**src/rtl/main_fsm.sv**
```systemverilog
// Multicycle RV32I control FSM: sequences the shared memory port, ALU and
// datapath registers one state per cycle, with a memory-ready handshake,
// a stall watchdog that halts the machine, and a per-instruction retire pulse.
module main_fsm #(
    parameter int STALL_LIMIT = 255
) (
    input  logic       clk,
    input  logic       reset,
    input  logic [6:0] op,
    input  logic       zero,
    input  logic       memReady,
    output logic       memReq,
    output logic       adrSrc,
    output logic       memWrite,
    output logic       irWrite,
    output logic       pcWrite,
    output logic       regWrite,
    output logic [1:0] resultSrc,
    output logic [1:0] aluSrcA,
    output logic [1:0] aluSrcB,
    output logic [1:0] aluOp,
    output logic [1:0] immSrc,
    output logic       instRet,
    output logic       illegalOp,
    output logic       memTimeout
);

    localparam int CNT_W = $clog2(STALL_LIMIT + 1);

    localparam logic [6:0] OP_LW   = 7'd3;
    localparam logic [6:0] OP_SW   = 7'd35;
    localparam logic [6:0] OP_R    = 7'd51;
    localparam logic [6:0] OP_I    = 7'd19;
    localparam logic [6:0] OP_BEQ  = 7'd99;
    localparam logic [6:0] OP_JAL  = 7'd111;

    typedef enum logic [3:0] {
        S_FETCH    = 4'd0,
        S_DECODE   = 4'd1,
        S_MEMADR   = 4'd2,
        S_MEMREAD  = 4'd3,
        S_MEMWB    = 4'd4,
        S_MEMWRITE = 4'd5,
        S_EXECR    = 4'd6,
        S_EXECI    = 4'd7,
        S_ALUWB    = 4'd8,
        S_BEQ      = 4'd9,
        S_JAL      = 4'd10,
        S_HALT     = 4'd11
    } state_t;

    state_t           state;
    state_t           state_next;
    logic [CNT_W-1:0] stall_cnt;
    logic [CNT_W-1:0] stall_cnt_next;
    logic             mem_wait;
    logic             timeout_hit;
    logic             timeout_q;

    // Watchdog: count consecutive not-ready cycles in a memory state; the
    // cycle that would bring the count to STALL_LIMIT is the timeout cycle.
    // A ready cycle never times out because mem_wait requires !memReady.
    always_comb begin
        mem_wait       = ((state == S_FETCH) || (state == S_MEMREAD) ||
                          (state == S_MEMWRITE)) && !memReady;
        timeout_hit    = mem_wait && (int'(stall_cnt) == STALL_LIMIT - 1);
        stall_cnt_next = mem_wait ? stall_cnt + CNT_W'(1) : '0;
    end

    // State register, stall counter and sticky timeout flag.
    always_ff @(posedge clk or posedge reset) begin
        if (reset) begin
            state     <= S_FETCH;
            stall_cnt <= '0;
            timeout_q <= 1'b0;
        end else begin
            // NOTE: non-blocking assignments so every register samples the
            // pre-edge values, independent of statement order.
            state     <= state_next;
            stall_cnt <= stall_cnt_next;
            if (timeout_hit) begin
                timeout_q <= 1'b1;
            end
        end
    end

    assign memTimeout = timeout_q;

    // Next-state and control outputs; enables are forced low while reset is
    // high so in-flight writes drop without waiting for a clock edge.
    always_comb begin
        // NOTE: every output gets a default first, so no path through the
        // case below can infer a latch.
        state_next = state;
        memReq     = 1'b0;
        adrSrc     = 1'b0;
        memWrite   = 1'b0;
        irWrite    = 1'b0;
        pcWrite    = 1'b0;
        regWrite   = 1'b0;
        resultSrc  = 2'b00;
        aluSrcA    = 2'b00;
        aluSrcB    = 2'b00;
        aluOp      = 2'b00;
        instRet    = 1'b0;
        illegalOp  = 1'b0;

        case (state)
            S_FETCH: begin
                memReq    = 1'b1;
                aluSrcB   = 2'b10;
                resultSrc = 2'b10;
                irWrite   = memReady;
                pcWrite   = memReady;
                if (memReady) begin
                    state_next = S_DECODE;
                end else if (timeout_hit) begin
                    state_next = S_HALT;
                end
            end
            S_DECODE: begin
                aluSrcA = 2'b01;
                aluSrcB = 2'b01;
                case (op)
                    OP_LW, OP_SW: state_next = S_MEMADR;
                    OP_R:         state_next = S_EXECR;
                    OP_I:         state_next = S_EXECI;
                    OP_BEQ:       state_next = S_BEQ;
                    OP_JAL:       state_next = S_JAL;
                    default: begin
                        state_next = S_FETCH;
                        illegalOp  = 1'b1;
                    end
                endcase
            end
            S_MEMADR: begin
                aluSrcA    = 2'b10;
                aluSrcB    = 2'b01;
                state_next = (op == OP_LW) ? S_MEMREAD : S_MEMWRITE;
            end
            S_MEMREAD: begin
                memReq = 1'b1;
                adrSrc = 1'b1;
                if (memReady) begin
                    state_next = S_MEMWB;
                end else if (timeout_hit) begin
                    state_next = S_HALT;
                end
            end
            S_MEMWB: begin
                resultSrc  = 2'b01;
                regWrite   = 1'b1;
                instRet    = 1'b1;
                state_next = S_FETCH;
            end
            S_MEMWRITE: begin
                memReq   = 1'b1;
                adrSrc   = 1'b1;
                memWrite = memReady;
                instRet  = memReady;
                if (memReady) begin
                    state_next = S_FETCH;
                end else if (timeout_hit) begin
                    state_next = S_HALT;
                end
            end
            S_EXECR: begin
                aluSrcA    = 2'b10;
                aluOp      = 2'b10;
                state_next = S_ALUWB;
            end
            S_EXECI: begin
                aluSrcA    = 2'b10;
                aluSrcB    = 2'b01;
                aluOp      = 2'b10;
                state_next = S_ALUWB;
            end
            S_ALUWB: begin
                regWrite   = 1'b1;
                instRet    = 1'b1;
                state_next = S_FETCH;
            end
            S_BEQ: begin
                aluSrcA    = 2'b10;
                aluOp      = 2'b01;
                pcWrite    = zero;
                instRet    = 1'b1;
                state_next = S_FETCH;
            end
            S_JAL: begin
                aluSrcA    = 2'b01;
                aluSrcB    = 2'b10;
                pcWrite    = 1'b1;
                state_next = S_ALUWB;
            end
            S_HALT: begin
                state_next = S_HALT;
            end
            default: begin
                state_next = S_FETCH;
            end
        endcase

        if (reset) begin
            memReq    = 1'b0;
            memWrite  = 1'b0;
            irWrite   = 1'b0;
            pcWrite   = 1'b0;
            regWrite  = 1'b0;
            instRet   = 1'b0;
            illegalOp = 1'b0;
        end
    end

    // Immediate format select, decoded straight from the opcode.
    always_comb begin
        case (op)
            OP_SW:   immSrc = 2'b01;
            OP_BEQ:  immSrc = 2'b10;
            OP_JAL:  immSrc = 2'b11;
            default: immSrc = 2'b00;
        endcase
    end

endmodule

```
**config.mk**
```make
export PLATFORM = sky130hd
export DESIGN_NAME = main_fsm
export DESIGN_NICKNAME = d
export VERILOG_FILES = /design/src/rtl/main_fsm.sv
export SDC_FILE = /design/constraint.sdc
export NUM_CORES = 1
export LEC_CHECK = 0
export CORE_MARGIN = 2
export CORE_UTILIZATION = 35
export DETAILED_ROUTE_END_ITERATION = 16
export GPL_ROUTABILITY_DRIVEN = 0
export PLACE_DENSITY = 0.66
export SLEW_MARGIN = 25
export SYNTH_ARGS = -nofsm -noshare
export SYNTH_HDL_FRONTEND = slang
export SYNTH_SLANG_ARGS = --single-unit
```
**constraint.sdc**
```tcl
create_clock -name clk -period 3.19 [get_ports clk]
set_input_delay 0.319 -clock clk [delete_from_list [all_inputs] [get_ports clk]]
set_output_delay 0.319 -clock clk [all_outputs]
set_load 0.005 [all_outputs]
```
==> results.ini <==
[outcome]
status = complete, no violations

[setup_path]
critical_path_class = register to primary output
startpoint_type = register
rr_startpoint = state[1]
path_delay_family = simple AND/OR/NAND/NOR gates
cp_max_fo = 18
crit_slowest_cell = dfrtp_1
path_depth = 4
regToRegSetupSlack_ps = 960
reg2reg_depth = 4
r2r_end = state[1]
crit_path_cell_trace = nand2b_1 > or3_1 > a211oi_1 > clkdlybuf4s50_1
crit_start = state[1]
cp-end-kind = primary output
critPathBufInv = 1
setup.worst_path.end = illegalOp
cp.arrival_ps = 2340
required_ps = 2870
critPathMaxStageDelay_ps = 570

[power]
power.leakage_nw = 0.554
intPower_mw = 0.267
p_seq_frac = 0.491
switching_share = 0.274
p_clk_frac = 0.259
comb_power_share = 0.251
p_total_mw = 0.367
vdd_ir_drop_max_mv = 0.231
power_switching_mw = 0.101
power_density_nw_per_um2 = 273

[clock_tree]
cts-resized-gates = 0
cts_root_buf = clkbuf_4
insertion_delay_ps = 270
htree_num_levels = 1
post-cts-setup-buffers = 0
clk_path_buf_depth = 2
hold_buffers = 0
clock_sinks = 13
cts_buffers = 3
clk_pin_slew_ps = 70
cts_tree = yes

[floorplan]
chipHeight_um = 58.0
initial_core_util = 0.370
fp.coreArea_sq_um = 2760
rows = 19
fp.dieW_um = 58.0
io_pins = 30
dieArea_sq_um = 3370

[timing]
worst_pin_slew_ps = 556
timing.hold.ws_ps = 479
rsz0062_at_grt = false
fin_crit_sh = 0.835
clock-skew-final_ps = 3.39
final.min_clock_period_ps = 2660
setup_ws_ps = 527
max_freq_ghz = 0.376
timing.slew.headroom = 0.629
tns_ps = 0
maxSlewViolCount = 0
hold_violations = 0
setup_viol = 0

[synthesis]
ys_ff_latch = 13
postSynthAreaPerCell_sq_um = 7.91
synth_flop_cell = dfrtp_1
synth_cells = 129
synth.net_count = 142
synthesis.area_sq_um = 1020
synthTopCellsByArea = dfrtp_1 32%, nor2_1 7.0%, xor2_1 6.9%
synth_seq_area_share = 0.319
synth_top_area_frac = 0.319
synth_cell_types = 39
synth.largest_area_cell = dfrtp_1
ys.warnings.count = 0
async_flop_share = 1.00
synth_edf_count = 0

[drt]
drt_iter0_drc = 22
wl_per_cell_um = 12.6
viasPerCell = 5.47
dr.pass1.iters = 4
ant_nets = 0
routed_wl_mm = 2.36
num_vias = 1023
drc_errors = 0

[grt]
antenna_found_initial = 0
grt.overflow.total = 0
grt_pass1_vias = 937
grt.total_usage = 0.152
grt_pass1_wl_mm = 4.10
grt_max_degree = 20

[final_layout]
post-route-util = 0.488
fin_nets = 170
drive_gt1_frac = 0.0513
area_delta_synth_final_pct = 31.9
n_fill_cell = 278
diodes = 0

[placement]
dpl.hpwl_mm = 1.83
portBuffers = 29
dp_slack_ps = 851

[run]
drv_cap = 0

[worst_hold_path]
hold_path_class = register to register

[logic make-up after synthesis]
family / share of synthesized area
xor+xnor: 0.0772
flops: 0.319
buf+inv: 0.0552
compound gates: 0.145
simple gates: 0.380
fa+ha+maj: 0.0245
[metrics by stage]
step / cell area (sq um) / std cells
detailed placement: 1320 / 183
finish: 1350 / 187
global route: 1350 / 187
floorplan: 1020 / 129
CTS: 1350 / 187
global placement: 1320 / 183
[power groups by stage]
stage / clock network, mW / logic [mW] / registers (mW)
6_report: 0.0950 / 0.0921 / 0.180
2_1_floorplan: 0 / 0.0515 / 0.177
4_1_cts: 0.101 / 0.0928 / 0.180
5_1_grt: 0.109 / 0.103 / 0.182
3_3_place_gp: 0 / 0.0914 / 0.183
3_5_place_dp: 0 / 0.0924 / 0.183
[layout make-up]
type | count | area (sq um) | area share
flip-flops and latches | 13 | 325 | 0.242
repair buffers | 30 | 298 | 0.221
clock buffers | 4 | 26.3 | 0.0195
multi-input cells | 104 | 639 | 0.475
well taps | 31 | 38.8 | 0.0288
inverters | 5 | 18.8 | 0.0139
[worst register-to-register path, stage by stage, from the launching register on]
cell and delay (ps):
dfrtp_1 670, or4b_4 570, or4_1 490, a221o_1 360, nand3b_1 80
[worst min path at each step]
stage               start          to  slack [ps]  cells past startpoint
6_report       memTimeout  memTimeout         480                      1
2_1_floorplan       reset  memTimeout         200                      1
3_5_place_dp   memTimeout  memTimeout         460                      1
5_1_grt        memTimeout  memTimeout         500                      1
4_1_cts        memTimeout  memTimeout         480                      1
3_3_place_gp   memTimeout  memTimeout         480                      1
[synthesized netlist by cell type, types with 2 or more instances]
library cell,instances
nand2b_1,3
dfrtp_1,13
xor2_1,8
nand3_1,6
and3_1,2
nand2_1,6
ha_1,2
nor4_1,4
nor3b_1,4
or2_2,2
nor2b_1,5
inv_1,5
o21ai_0,3
nand4_1,3
a21oi_1,6
nor2_1,19
nor3_1,9
or4_1,2
clkbuf_1,5
or3_1,3
[per-layer routing]
| layer | global-route usage | up-vias | share of wire |
|---|---|---|---|
| met3 | 0.0313 | 0 | 0.037 |
| li1 | - | 522 | - |
| met4 | 0.0199 | 0 | 0 |
| met1 | 0.226 | 480 | 0.49 |
| met5 | 0 | - | 0 |
| met2 | 0.234 | 21 | 0.47 |
[registers in the layout (all words and copies together) (netlist names)]
signal	count
stall_cnt	8
state	4
memTimeout	1
[cell usage in the layout, fill, tap and decap left out, types with 5 or more instances in the layout]
cell              n
clkdlybuf4s50_1  29
nor2_1           19
dfrtp_1          13
nor3_1            9
xor2_1            8
nand3_1           6
nand2_1           6
a21oi_1           6
nor2b_1           5
inv_1             5
(Power assumes the default switching activity.)
